### config.mk
export PLATFORM = sky130hd
export DESIGN_NAME = cpu_sequencer
export DESIGN_NICKNAME = d
export VERILOG_FILES = /design/src/rtl/cpu_sequencer_pkg.sv /design/src/rtl/mem_port_mux.sv /design/src/rtl/cpu_sequencer.sv
export SDC_FILE = /design/constraint.sdc
export NUM_CORES = 1
export LEC_CHECK = 0
export CORE_MARGIN = 2
export CORE_UTILIZATION = 44
export DETAILED_ROUTE_END_ITERATION = 8
export PLACE_DENSITY = 0.85
export RECOVER_POWER = 100
export SYNTH_ARGS = -nofsm -noshare
export SYNTH_HDL_FRONTEND = slang
export SYNTH_HIERARCHICAL = 1
export SYNTH_SLANG_ARGS = --single-unit
### constraint.sdc
create_clock -name i_clk -period 4.9 [get_ports i_clk]
set_input_delay 0.49 -clock i_clk [delete_from_list [all_inputs] [get_ports i_clk]]
set_output_delay 0.49 -clock i_clk [all_outputs]
set_load 0.1 [all_outputs]
### src/rtl/cpu_sequencer_pkg.sv
// Shared definitions for the accumulator CPU sequencer and instruction controller:
// phase constants, opcode encodings and the sequencer state encoding.
package cpu_sequencer_pkg;

  localparam logic [2:0] Phase0 = 3'd0;
  localparam logic [2:0] Phase1 = 3'd1;
  localparam logic [2:0] Phase2 = 3'd2;
  localparam logic [2:0] Phase3 = 3'd3;
  localparam logic [2:0] Phase4 = 3'd4;
  localparam logic [2:0] Phase5 = 3'd5;
  localparam logic [2:0] Phase6 = 3'd6;
  localparam logic [2:0] Phase7 = 3'd7;

  // The controller asserts halt during this phase of an HLT instruction
  localparam logic [2:0] PhaseHaltChk = Phase4;
  localparam logic [2:0] PhaseLast    = Phase7;

  localparam logic [2:0] OpHlt = 3'd0;
  localparam logic [2:0] OpSkz = 3'd1;
  localparam logic [2:0] OpAdd = 3'd2;
  localparam logic [2:0] OpAnd = 3'd3;
  localparam logic [2:0] OpXor = 3'd4;
  localparam logic [2:0] OpLda = 3'd5;
  localparam logic [2:0] OpSto = 3'd6;
  localparam logic [2:0] OpJmp = 3'd7;

  typedef enum logic [2:0] {
    StIdle   = 3'd0,
    StRun    = 3'd1,
    StStep   = 3'd2,
    StHalted = 3'd3,
    StLoad   = 3'd4,
    StDone   = 3'd5
  } seq_state_e;

  function automatic logic is_exec(seq_state_e s);
    return (s == StRun) || (s == StStep);
  endfunction

endpackage

### src/rtl/mem_port_mux.sv
// Shared memory port selection between the CPU datapath and the loader port.
// Strobes are blocked during the loader completion cycle.
module mem_port_mux #(
  parameter int unsigned AWIDTH = 5,
  parameter int unsigned DWIDTH = 8
) (
  input  logic              i_ld_gnt,
  input  logic              i_strobe_block,
  input  logic [AWIDTH-1:0] i_cpu_addr,
  input  logic [DWIDTH-1:0] i_cpu_wdata,
  input  logic              i_cpu_rd,
  input  logic              i_cpu_wr,
  input  logic              i_ld_we,
  input  logic [AWIDTH-1:0] i_ld_addr,
  input  logic [DWIDTH-1:0] i_ld_wdata,
  output logic [AWIDTH-1:0] o_mem_addr,
  output logic [DWIDTH-1:0] o_mem_wdata,
  output logic              o_mem_rd,
  output logic              o_mem_wr
);

  always_comb begin
    o_mem_addr  = i_cpu_addr;
    o_mem_wdata = i_cpu_wdata;
    o_mem_rd    = i_cpu_rd;
    o_mem_wr    = i_cpu_wr;
    if (i_ld_gnt) begin
      o_mem_addr  = i_ld_addr;
      o_mem_wdata = i_ld_wdata;
      o_mem_rd    = ~i_ld_we;
      o_mem_wr    = i_ld_we;
    end else if (i_strobe_block) begin
      o_mem_rd = 1'b0;
      o_mem_wr = 1'b0;
    end
  end

endmodule

### src/rtl/cpu_sequencer.sv
// Phase sequencer for the accumulator CPU with run/step/halt control and
// instruction-boundary arbitration of the memory port for the loader.
module cpu_sequencer
  import cpu_sequencer_pkg::*;
#(
  parameter int unsigned AWIDTH = 5,
  parameter int unsigned DWIDTH = 8,
  parameter int unsigned CNTW   = 16
) (
  input  logic              i_clk,
  input  logic              i_rst,
  input  logic              i_run,
  input  logic              i_step,
  input  logic              i_clr_halt,
  input  logic              i_halt_in,
  output logic [2:0]        o_phase,
  output logic              o_running,
  output logic              o_halted,
  output logic [CNTW-1:0]   o_instr_count,
  input  logic [AWIDTH-1:0] i_cpu_addr,
  input  logic [DWIDTH-1:0] i_cpu_wdata,
  input  logic              i_cpu_rd,
  input  logic              i_cpu_wr,
  input  logic              i_ld_req,
  input  logic              i_ld_we,
  input  logic [AWIDTH-1:0] i_ld_addr,
  input  logic [DWIDTH-1:0] i_ld_wdata,
  output logic              o_ld_gnt,
  output logic              o_ld_done,
  output logic [DWIDTH-1:0] o_ld_rdata,
  output logic [AWIDTH-1:0] o_mem_addr,
  output logic [DWIDTH-1:0] o_mem_wdata,
  output logic              o_mem_rd,
  output logic              o_mem_wr,
  input  logic [DWIDTH-1:0] i_mem_rdata
);

  seq_state_e        r_state, w_state_d;
  seq_state_e        r_ret, w_ret_d;
  logic [2:0]        r_phase, w_phase_d;
  logic [CNTW-1:0]   r_count, w_count_d;
  logic              r_ld_gnt;
  logic              r_ld_done;
  logic [DWIDTH-1:0] r_ld_rdata;

  always_comb begin
    w_state_d = r_state;
    w_ret_d   = r_ret;
    w_phase_d = r_phase;
    w_count_d = r_count;
    unique case (r_state)
      StIdle: begin
        w_phase_d = Phase0;
        if (i_ld_req) begin
          w_state_d = StLoad;
          w_ret_d   = StIdle;
        end else if (i_run) begin
          w_state_d = StRun;
        end else if (i_step) begin
          w_state_d = StStep;
        end
      end
      StRun, StStep: begin
        if (r_phase == PhaseHaltChk && i_halt_in) begin
          // Halting instruction is abandoned and does not retire
          w_state_d = StHalted;
          w_phase_d = Phase0;
        end else if (r_phase == PhaseLast) begin
          w_phase_d = Phase0;
          w_count_d = r_count + CNTW'(1);
          if (i_ld_req) begin
            w_state_d = StLoad;
            w_ret_d   = r_state;
          end else if (r_state == StStep || !i_run) begin
            w_state_d = StIdle;
          end
        end else begin
          w_phase_d = r_phase + 3'd1;
        end
      end
      StHalted: begin
        w_phase_d = Phase0;
        if (i_ld_req) begin
          w_state_d = StLoad;
          w_ret_d   = StHalted;
        end else if (i_clr_halt) begin
          w_state_d = StIdle;
        end
      end
      StLoad: begin
        w_state_d = StDone;
      end
      StDone: begin
        if (r_ret == StRun) begin
          w_state_d = i_run ? StRun : StIdle;
        end else if (r_ret == StHalted) begin
          w_state_d = StHalted;
        end else begin
          w_state_d = StIdle;
        end
      end
      default: begin
        w_state_d = StIdle;
        w_phase_d = Phase0;
      end
    endcase
  end

  always_ff @(posedge i_clk) begin
    if (i_rst) begin
      r_state    <= StIdle;
      r_ret      <= StIdle;
      r_phase    <= Phase0;
      r_count    <= '0;
      r_ld_gnt   <= 1'b0;
      r_ld_done  <= 1'b0;
      r_ld_rdata <= '0;
    end else begin
      r_state   <= w_state_d;
      r_ret     <= w_ret_d;
      r_phase   <= w_phase_d;
      r_count   <= w_count_d;
      r_ld_gnt  <= (w_state_d == StLoad);
      r_ld_done <= (w_state_d == StDone);
      if (r_state == StLoad) begin
        r_ld_rdata <= i_mem_rdata;
      end
    end
  end

  always_comb begin
    o_phase       = r_phase;
    o_running     = is_exec(r_state);
    o_halted      = (r_state == StHalted);
    o_instr_count = r_count;
    o_ld_gnt      = r_ld_gnt;
    o_ld_done     = r_ld_done;
    o_ld_rdata    = r_ld_rdata;
  end

  mem_port_mux #(
    .AWIDTH(AWIDTH),
    .DWIDTH(DWIDTH)
  ) u_mem_port_mux (
    .i_ld_gnt      (r_ld_gnt),
    .i_strobe_block(r_ld_done),
    .i_cpu_addr    (i_cpu_addr),
    .i_cpu_wdata   (i_cpu_wdata),
    .i_cpu_rd      (i_cpu_rd),
    .i_cpu_wr      (i_cpu_wr),
    .i_ld_we       (i_ld_we),
    .i_ld_addr     (i_ld_addr),
    .i_ld_wdata    (i_ld_wdata),
    .o_mem_addr    (o_mem_addr),
    .o_mem_wdata   (o_mem_wdata),
    .o_mem_rd      (o_mem_rd),
    .o_mem_wr      (o_mem_wr)
  );

endmodule
==> impl_metrics.env, run 1 <==
export IMPL_htree_num_levels=2
export IMPL_grt_setup_unrepaired="false"
export IMPL_synthesis_area_per_instance_sq_um=8.88
export IMPL_yosysWarningCount=6
export IMPL_critical_path_max_stage_delay_ps=1230
export IMPL_largest_net_degree_at_the_start_of_global_routing=35
export IMPL_clkLatencyLatePin_ps=290
export IMPL_antenna_found_initial=0
export IMPL_clockBufferDepth=2
export IMPL_rrSetupSlack_ps=2650
export IMPL_worst_pin_slew_ps=998
export IMPL_multi_input_area_sq_um=1120
export IMPL_worst_path_buf_inv=1
export IMPL_final_hold_viol_count=0
export IMPL_power_density_cell_area_nw_per_um2=308
export IMPL_worst_endpoint_required_ps=4410
export IMPL_max_clock_freq_ghz=0.322
export IMPL_critical_path_slowest_cell="dlygate4sd3_1"
export IMPL_startpoint_type="flop"
export IMPL_critPathCaptureType="primary output"
export IMPL_fin_setup_tns_ps=0
export IMPL_cts_root_buffer_cell="clkbuf_8"
export IMPL_final_hpwl_dp_mm=3.59
export IMPL_timing_critical_path_cells="xnor2_1 -> nor2_1 -> dlygate4sd3_1"
export IMPL_floorplan_rows=23
export IMPL_cellLeakagePower_nw=1.15
export IMPL_final_setup_skew_ps=8.05
export IMPL_first_global_vias=1835
export IMPL_firstDrtPassIters=4
export IMPL_crit_path_max_fanout=16
export IMPL_timing_final_setup_violations=0
export IMPL_cp_data_arrival_time_ps=2620
export IMPL_postSynthRegisterBits=35
export IMPL_hold_path_class="flop to flop"
export IMPL_overflow=0
export IMPL_clk_pin_slew_worst_paths_ps=70
export IMPL_netlist_area_pre_place_sq_um=1900
export IMPL_worstHoldStart="r_ret[2]"
export IMPL_layout_cells_most_common="dlygate4sd3_1"
export IMPL_pre_cts_ws_ps=2120
export IMPL_port_buffers=89
export IMPL_antenna_cells=0
export IMPL_grt_total_usage_pct=19.9
export IMPL_cp_startpoint="r_state[0]"
export IMPL_maximum_resistive_drop_on_vdd_v=0.000231
export IMPL_slew_viol_final=0
export IMPL_final_seq_area_sq_um=701
export IMPL_cts_buffers_inserted=5
export IMPL_worst_setup_path_type="flop to primary output"
export IMPL_start_util_pct=46.5
export IMPL_fillCellCount=315
export IMPL_post_synth_num_cell_types=40
export IMPL_sequential_to_total_area_share_from_yosys_stat_pct=36.9
export IMPL_die_w_um=69.7
export IMPL_clock_sink_count=35
export IMPL_flow_area_growth_from_synthesis_pct=53.0
export IMPL_std_cell_core_area_sq_um=4090
export IMPL_drv_cap=0
export IMPL_postRouteAntennaNets=0
export IMPL_route_vias_total=1900
export IMPL_layout_common_cells="48 x dlygate4sd3_1, 41 x clkdlybuf4s50_1, 35 x dfxtp_1"
export IMPL_layout_drive_gt1_share_pct=8.67
export IMPL_route_final_wire_length_mm=4.93
export IMPL_design_portCount=90
export IMPL_cts_hold_repair_buffers=0
export IMPL_die_height_um=69.7
export IMPL_synth_ff_type="dfxtp_1"
export IMPL_cts_repair_resized=0
export IMPL_post_route_period_util_pct=63.4
export IMPL_postSynth_asyncResetShare_pct=0
export IMPL_nets=347
export IMPL_status="finished, final reports clean"
export IMPL_cts_post_setup_buffers_inserted=0
export IMPL_r2r_start="o_phase[0]"
export IMPL_period_minus_ws_final_ps=3110
export IMPL_gp_congestion=0.773
export IMPL_path_delay_family="buffers and inverters"
export IMPL_synth_enable_flop_cells=0
export IMPL_post_synth_inst_count=214
export IMPL_fin_ws_ps=1790
export IMPL_avgViaCountPerCell=5.43
export IMPL_mappedNetlistNets=262
export IMPL_relSlewSlack_pct=33.3
export IMPL_die_area_sq_um=4860
export IMPL_routedWlPerCell_um=14.1
export IMPL_grt_pass1_wl_mm=8.01
export IMPL_drc_errors=0
export IMPL_drt_first_iter_violations=76
export IMPL_tritoncts="yes"
[layer usage]
layer | global-route usage, % | vias to the layer above | wire, um
met5 | 0 | - | 0
met4 | 7.05 | 0 | 94
met3 | 6.40 | 11 | 366
met2 | 34.6 | 73 | 2340
met1 | 22.9 | 860 | 2130
li1 | - | 956 | -
[worst reg2reg max path, delay by kind of cell (launching register included)]
kind / cells / cell delay, ps
and+or+nand+nor: 3 / 860
adders and majority gates: 2 / 530
muxes: 1 / 380
DFF: 1 / 380
[sequential cells by signal, summed over array words and instances (netlist names)]
register / cells
o_ld_rdata: 8
o_phase: 3
o_ld_gnt: 1
o_instr_count: 16
r_state: 3
r_ret: 3
o_ld_done: 1
[Yosys cell counts, types with 2 or more instances]
| master | count | area, sq um |
|---|---|---|
| dfxtp_1 | 35 | 701 |
| nor2_1 | 24 | 90.1 |
| a21oi_1 | 15 | 75.1 |
| nand2_1 | 12 | 45.0 |
| mux2i_1 | 9 | 90.1 |
| o21ai_0 | 9 | 45.0 |
| nand3_1 | 8 | 40.0 |
| nor2b_1 | 8 | 50.1 |
| or3_1 | 8 | 50.1 |
| clkbuf_1 | 7 | 26.3 |
| mux2_2 | 7 | 78.8 |
| mux2_4 | 7 | 105 |
| o31ai_1 | 6 | 45.0 |
| a31oi_1 | 5 | 31.3 |
| or4_1 | 5 | 37.5 |
| and4_1 | 4 | 35.0 |
| ha_1 | 4 | 50.1 |
| nand4_1 | 4 | 25.0 |
| xor2_1 | 4 | 35.0 |
| and3_1 | 3 | 18.8 |
| inv_1 | 3 | 11.3 |
| nand2b_1 | 3 | 18.8 |
| nor4_1 | 3 | 18.8 |
| xnor2_1 | 3 | 26.3 |
| buf_2 | 2 | 10.0 |
| or3b_2 | 2 | 17.5 |
[layout make-up]
cell class	count	share of cell area, %
clock inverter	2	1.20
multi-input combinational	164	38.4
sequential	35	24.1
tap	50	2.15
inverter	3	0.387
clock buffer	6	2.84
timing repair buffer	90	30.9
[final timing paths]
kind	to	depth (start not counted)
max	o_running	3
min	r_ret[2]	1
max reg2reg	o_instr_count[15]	6
min reg2reg	r_ret[2]	1
[through the flow]
| stage | util [%] | total power [mW] | instances | hold slack (ps) | area (sq um) |
|---|---|---|---|---|---|
| 2_1_floorplan | - | 0.559 | 214 | 450 | 1900 |
| 3_3_place_gp | 68.3 | 0.637 | 342 | 458 | 2790 |
| 3_5_place_dp | 68.3 | 0.640 | 342 | 462 | 2790 |
| 4_1_cts | 71.2 | 0.908 | 350 | 472 | 2910 |
| 5_1_grt | 71.2 | 0.922 | 350 | 479 | 2910 |
| 6_report | 71.2 | 0.895 | 350 | 474 | 2910 |
[logic make-up (layout without fill, tap and decap cells)]
logic type,after synthesis,in the layout,share of synthesized area [%]
and+or+nand+nor,92,92,26.8
AOI/OAI and AO/OA,38,38,11.7
DFF,35,35,36.9
muxes,23,23,14.4
buffers and inverters,15,101,4.35
xor gates and xnor gates,7,7,3.23
adders and majority gates,4,4,2.63
[power breakdown]
| group | total (mW) | internal [mW] | switching, mW | leakage (nW) |
|---|---|---|---|---|
| combinational | 0.310 | 0.0958 | 0.214 | 0.805 |
| sequential | 0.314 | 0.295 | 0.0198 | 0.283 |
| clock | 0.271 | 0.165 | 0.106 | 0.0612 |
Power figures use the tool's default switching activity.
==> run 2: changes to the inputs <==
--- a/config.mk
+++ b/config.mk
@@ -6,9 +6,9 @@
 export NUM_CORES = 1
 export LEC_CHECK = 0
 export CORE_MARGIN = 2
-export CORE_UTILIZATION = 44
+export CORE_UTILIZATION = 41
 export DETAILED_ROUTE_END_ITERATION = 8
-export PLACE_DENSITY = 0.85
+export PLACE_DENSITY = 0.8
 export RECOVER_POWER = 100
 export SYNTH_ARGS = -nofsm -noshare
 export SYNTH_HDL_FRONTEND = slang
==> constraint.sdc (replaced) <==
create_clock -name i_clk -period 3 [get_ports i_clk]
set_input_delay 0.3 -clock i_clk [delete_from_list [all_inputs] [get_ports i_clk]]
set_output_delay 0.3 -clock i_clk [all_outputs]
set_load 0.1 [all_outputs]
==> run 2 against run 1 <==
Compared with the run above: global-route usage is 1.6 points lower; critical path depth decreased by 1; via count is 1.5% lower; clock power grew 13%; register-to-register slack worse by 1800 ps; wire length down 4.5%; worst setup slack worse by 1400 ps; critical path type unchanged; non-clock buffer count unchanged; sequential share of layout area rose by 2.6 points; combinational power up 55%; worst hold slack lost 4.6 ps; sequential power up 64%.
==> impl_metrics.env, run 2 (synthesis results as in run 1) <==
export IMPL_status="finished, final reports clean"
export IMPL_worstHoldStart="r_ret[2]"
export IMPL_slew_viol_final=0
export IMPL_finalHoldWorstSlack_ps=469
export IMPL_post_route_period_util_pct=85.7
export IMPL_timing_final_setup_violations=0
export IMPL_crit_path_max_fanout=18
export IMPL_relSlewSlack_pct=21.5
export IMPL_final_setup_skew_ps=2.36
export IMPL_tritoncts="yes"
export IMPL_overflow=0
export IMPL_start_util_pct=43.1
export IMPL_cts_hold_repair_buffers=0
export IMPL_nets=347
export IMPL_cts_post_setup_buffers_inserted=0
export IMPL_antenna_found_initial=0
export IMPL_cts_root_buffer_cell="clkbuf_8"
export IMPL_hold_path_class="flop to flop"
export IMPL_maximum_resistive_drop_on_vdd_v=0.000321
export IMPL_layout_cells_most_common="clkdlybuf4s50_1"
export IMPL_period_minus_ws_final_ps=2570
export IMPL_grt_pass1_wl_mm=7.75
export IMPL_design_portCount=90
export IMPL_floorplan_rows=24
export IMPL_startpoint_type="flop"
export IMPL_critical_path_reg2reg_endpoint="o_instr_count[15]"
export IMPL_clock_sink_count=35
export IMPL_final_hold_viol_count=0
export IMPL_routedWlPerCell_um=13.5
export IMPL_worst_hold_path_num_cells=1
export IMPL_r2r_start="o_phase[0]"
export IMPL_die_height_um=72.1
export IMPL_rrSetupSlack_ps=810
export IMPL_max_clock_freq_ghz=0.389
export IMPL_route_final_wire_length_mm=4.71
export IMPL_drc_errors=0
export IMPL_final_hpwl_dp_mm=3.61
export IMPL_avgViaCountPerCell=5.35
export IMPL_clkLatencyLatePin_ps=280
export IMPL_route_vias_total=1871
export IMPL_flow_area_growth_from_synthesis_pct=38.1
export IMPL_place_detailed_instances=344
export IMPL_first_global_vias=1773
export IMPL_firstDrtPassIters=4
export IMPL_worst_setup_path_type="flop to primary output"
export IMPL_port_buffers=89
export IMPL_gp_congestion=0.737
export IMPL_antenna_cells=0
export IMPL_worst_pin_slew_ps=1180
export IMPL_cts_repair_resized=0
export IMPL_drv_cap=0
export IMPL_layout_common_cells="42 x clkdlybuf4s50_1, 36 x clkbuf_1, 35 x dfxtp_1"
export IMPL_layout_drive_gt1_share_pct=9.06
export IMPL_worst_endpoint_required_ps=2700
export IMPL_critPathCaptureType="primary output"
export IMPL_fin_setup_tns_ps=0
export IMPL_worst_r2r_path_depth=6
export IMPL_hold_path_end="r_ret[2]"
export IMPL_clk_pin_slew_worst_paths_ps=60
export IMPL_fillCellCount=442
export IMPL_cts_buffers_inserted=5
export IMPL_std_cell_core_area_sq_um=4410
export IMPL_instances_no_fill=350
export IMPL_cp_data_arrival_time_ps=2270
export IMPL_die_w_um=72.1
export IMPL_postRouteAntennaNets=0
export IMPL_largest_net_degree_at_the_start_of_global_routing=21
export IMPL_drt_first_iter_violations=89
export IMPL_grt_setup_unrepaired="false"
export IMPL_clockBufferDepth=2
export IMPL_cellLeakagePower_nw=0.957
export IMPL_power_density_cell_area_nw_per_um2=496
export IMPL_htree_num_levels=2
export IMPL_die_area_sq_um=5200
export IMPL_flip_flop_count_of_the_largest_register_all_copies_and_words_added=16
export IMPL_grt_total_usage_pct=18.3
run 2: metal layers:
| metal | GRT usage [%] | vias up | wire length [um] |
|---|---|---|---|
| met5 | 0 | - | 0 |
| li1 | - | 956 | - |
| met3 | 6.25 | 4 | 431 |
| met4 | 3.77 | 0 | 31 |
| met2 | 32.1 | 68 | 2220 |
| met1 | 21.7 | 843 | 2030 |
run 2: worst max path at each step:
stage,start,end,cells after the start
floorplan,o_ld_gnt,o_mem_wr,3
global placement,o_phase[0],o_instr_count[15],6
detailed placement,o_phase[0],o_instr_count[13],6
CTS,o_phase[0],o_instr_count[13],6
global route,o_ld_gnt,o_mem_rd,2
finish,o_ld_gnt,o_mem_addr[2],2
run 2: critical path, cell delays in order, from the launching register on:
cell and delay [ps]:
dfxtp_1 850, mux2_2 280, clkbuf_1 860
run 2: power breakdown:
group,internal [mW],leakage [nW],switching [mW]
clock network,0.154,0.0371,0.150
logic,0.132,0.636,0.350
registers,0.482,0.283,0.0324
total,0.768,0.957,0.533
run 2: per-stage QoR:
step,utilization (%),area [sq um],setup WS [ps],total power [mW]
final,59.4,2620,429,1.30
after global routing,59.4,2620,312,1.35
after CTS,62.7,2770,772,1.34
after detailed placement,61.1,2700,802,1.04
after global placement,61.1,2700,901,1.03
after floorplan,-,1900,286,0.913
run 2: layout make-up:
| cell class | instances | area [sq um] | share of cell area (%) |
|---|---|---|---|
| inverter | 3 | 11.3 | 0.429 |
| clock buffer | 6 | 72.6 | 2.77 |
| multi-input combinational | 164 | 1120 | 42.6 |
| tap | 52 | 65.1 | 2.48 |
| timing repair buffer | 90 | 657 | 25.0 |
| sequential | 35 | 701 | 26.7 |
==> run 3: changes to the inputs <==
--- a/config.mk
+++ b/config.mk
@@ -8,9 +8,8 @@
 export CORE_MARGIN = 2
 export CORE_UTILIZATION = 41
 export DETAILED_ROUTE_END_ITERATION = 8
-export PLACE_DENSITY = 0.8
+export PLACE_DENSITY = 0.81
 export RECOVER_POWER = 100
 export SYNTH_ARGS = -nofsm -noshare
 export SYNTH_HDL_FRONTEND = slang
-export SYNTH_HIERARCHICAL = 1
 export SYNTH_SLANG_ARGS = --single-unit
==> run 3 against run 2 <==
Compared with the run above: synthesized cell count increased by 4.2%; combinational power fell by 5.0%; clock skew up 0.90 ps; critical path type unchanged; power shrank 1.2%; worst hold slack lost 17 ps; sequential power down 2%.
==> impl_metrics.env, run 3 <==
export IMPL_status="finished, final reports clean"
export IMPL_fraction_of_the_mapped_netlist_area_in_compound_gates_pct=16.0
export IMPL_worst_path_buf_inv=1
export IMPL_std_cell_core_area_sq_um=4350
export IMPL_period_minus_ws_final_ps=2530
export IMPL_max_clock_freq_ghz=0.396
export IMPL_cts_buffers_inserted=5
export IMPL_cts_hold_repair_buffers=0
export IMPL_place_detailed_instances=354
export IMPL_clock_sink_count=35
export IMPL_wl_met1_mm=2.15
export IMPL_met3_wirelength_um=516
export IMPL_critPathCaptureType="primary output"
export IMPL_die_height_um=71.3
export IMPL_cellLeakagePower_nw=0.919
export IMPL_finalPower_mw=1.29
export IMPL_postSynth_asyncResetShare_pct=0
export IMPL_worst_setup_path_type="flop to primary output"
export IMPL_flow_area_growth_from_synthesis_pct=39.6
export IMPL_grt_setup_unrepaired="false"
export IMPL_combinational_family_with_the_most_area_after_synthesis="simple AND/OR/NAND/NOR gates"
export IMPL_tritoncts="yes"
export IMPL_startpoint_type="flop"
export IMPL_avgViaCountPerCell=5.49
export IMPL_overflow=0
export IMPL_synthXorXnorAreaFrac_pct=3.71
export IMPL_pre_cts_ws_ps=775
export IMPL_fin_ws_ps=472
export IMPL_antenna_cells=0
export IMPL_largest_net_degree_at_the_start_of_global_routing=21
export IMPL_post_synthesis_share_of_cell_area_spent_on_full_adders_half_adders_and_majority_gates_pct=2.70
export IMPL_die_area_sq_um=5080
export IMPL_most_used_standard_cell_by_instance_count_after_synthesis="dfxtp_1"
export IMPL_layout_cell_area_non_filler_sq_um=2590
export IMPL_synth_enable_flop_cells=0
export IMPL_cts_repair_resized=0
export IMPL_start_util_pct=42.6
export IMPL_hold_path_class="flop to flop"
export IMPL_clk_pin_slew_worst_paths_ps=60
export IMPL_die_w_um=71.3
export IMPL_drc_errors=0
export IMPL_cts_post_setup_buffers_inserted=0
export IMPL_firstDrtPassIters=4
export IMPL_grt_pass1_wl_mm=8.65
export IMPL_drt_first_iter_violations=69
export IMPL_synthesis_area_per_instance_sq_um=8.32
export IMPL_sequential_to_total_area_share_from_yosys_stat_pct=37.8
export IMPL_post_dp_cell_area_sq_um=2680
export IMPL_routedWlPerCell_um=14.6
export IMPL_netlist_area_pre_place_sq_um=1860
export IMPL_port_buffers=89
export IMPL_worst_endpoint_required_ps=2700
export IMPL_postSynthRegisterBits=35
export IMPL_first_global_vias=1950
export IMPL_layout_common_cells="42 x clkbuf_1, 42 x clkdlybuf4s50_1, 35 x dfxtp_1"
export IMPL_slew_viol_final=0
export IMPL_yosysTopAreaCellShare_pct=37.8
export IMPL_floorplan_rows=24
export IMPL_multiplexer_share_of_the_synthesized_area_pct=8.43
export IMPL_dominant_cell_type_by_area_after_synthesis="dfxtp_1"
export IMPL_drv_cap=0
export IMPL_final_setup_skew_ps=3.25
export IMPL_antenna_found_initial=0
export IMPL_fillCellCount=435
export IMPL_cp_data_arrival_time_ps=2230
export IMPL_critical_path_max_stage_delay_ps=890
export IMPL_mappedNetlistNets=271
export IMPL_critical_path_slowest_cell="clkbuf_1"
export IMPL_post_synth_inst_count=223
export IMPL_htree_num_levels=2
export IMPL_post_synth_num_cell_types=39
export IMPL_instances_no_fill=362
export IMPL_maximum_resistive_drop_on_vdd_v=0.000370
export IMPL_netlist_top_cells_area="dfxtp_1 38%, mux2_2 7.9%, a21oi_1 6.5%"
export IMPL_clkLatencyLatePin_ps=280
export IMPL_postRouteAntennaNets=0
export IMPL_synth_ff_type="dfxtp_1"
export IMPL_worst_pin_slew_ps=1220
export IMPL_final_hpwl_dp_mm=3.97
export IMPL_route_final_wire_length_mm=5.30
export IMPL_detailroute_wirelength_met2_mm=2.59
export IMPL_design_portCount=90
export IMPL_layout_drive_gt1_share_pct=7.42
export IMPL_relSlewSlack_pct=19.0
export IMPL_flip_flop_count_of_the_largest_register_all_copies_and_words_added=16
export IMPL_grt_total_usage_pct=20.8
export IMPL_crit_path_max_fanout=14
export IMPL_path_delay_family="buffers and inverters"
export IMPL_power_density_cell_area_nw_per_um2=496
export IMPL_cts_root_buffer_cell="clkbuf_8"
export IMPL_synth_simple_gate_area_share_pct=27.8
export IMPL_yosysWarningCount=0
export IMPL_top_sig_layer="met4"
export IMPL_post_route_period_util_pct=84.3
export IMPL_final_hold_viol_count=0
export IMPL_timing_final_setup_violations=0
export IMPL_nets=357
export IMPL_timing_critical_path_cells="xnor2_1 -> nor2_1 -> clkbuf_1"
export IMPL_clockBufferDepth=2
export IMPL_route_vias_total=1986
export IMPL_gp_congestion=0.816
export IMPL_ys_top_cells_by_count="35 x dfxtp_1, 31 x nand2_1, 24 x a21oi_1, 15 x nor2_1, 13 x mux2_2"
## run 3: logic make-up (layout without fill, tap and decap cells)
logic type,count (synthesis),in the layout
xor+xnor,7,7
compound gates,51,51
mux,14,14
flops,35,35
buf+inv,17,104
simple gates,95,95
fa+ha+maj,4,4
## run 3: final cells by class
| class | instances | area, sq um | area share [%] |
|---|---|---|---|
| clock buffers | 7 | 76.3 | 2.95 |
| clock inverters | 1 | 5.00 | 0.193 |
| inverters | 6 | 22.5 | 0.869 |
| multi-input cells | 171 | 1070 | 41.4 |
| flip-flops and latches | 35 | 701 | 27.0 |
| well taps | 52 | 65.1 | 2.51 |
| repair buffers | 90 | 648 | 25.0 |
## run 3: where the power goes
part / switching (mW) / internal (mW) / leakage [nW]
clock network: 0.160 / 0.163 / 0.0422
logic: 0.345 / 0.113 / 0.593
registers: 0.0254 / 0.480 / 0.284
## run 3: worst register-to-register path, cell delays in order, from the launching register on
cell,delay (ps)
dfxtp_1,390
ha_1,170
ha_1,360
nor2b_1,270
nand4_1,360
or4_1,530
a21oi_1,150
## run 3: metrics by stage
step           TNS, ps  hold slack [ps]  utilization [%]
3_5_place_dp         0              448             61.5
2_1_floorplan     -356              436                -
3_3_place_gp         0              442             61.5
4_1_cts              0              457             63.3
5_1_grt              0              475             59.5
6_report             0              452             59.5
## run 3: final timing paths
kind            startpoint           endpoint  slack, ps  cells after the start
min          o_ld_rdata[5]      o_ld_rdata[5]        450                      2
min reg2reg  o_ld_rdata[5]      o_ld_rdata[5]        450                      2
max             r_state[0]          o_running        470                      3
max reg2reg     o_phase[0]  o_instr_count[11]        700                      6
## run 3: layer usage
metal	vias up	track usage [%]
li1	981	-
met1	907	23.5
met2	92	37.9
met3	6	6.75
met4	0	5.03
met5	-	0
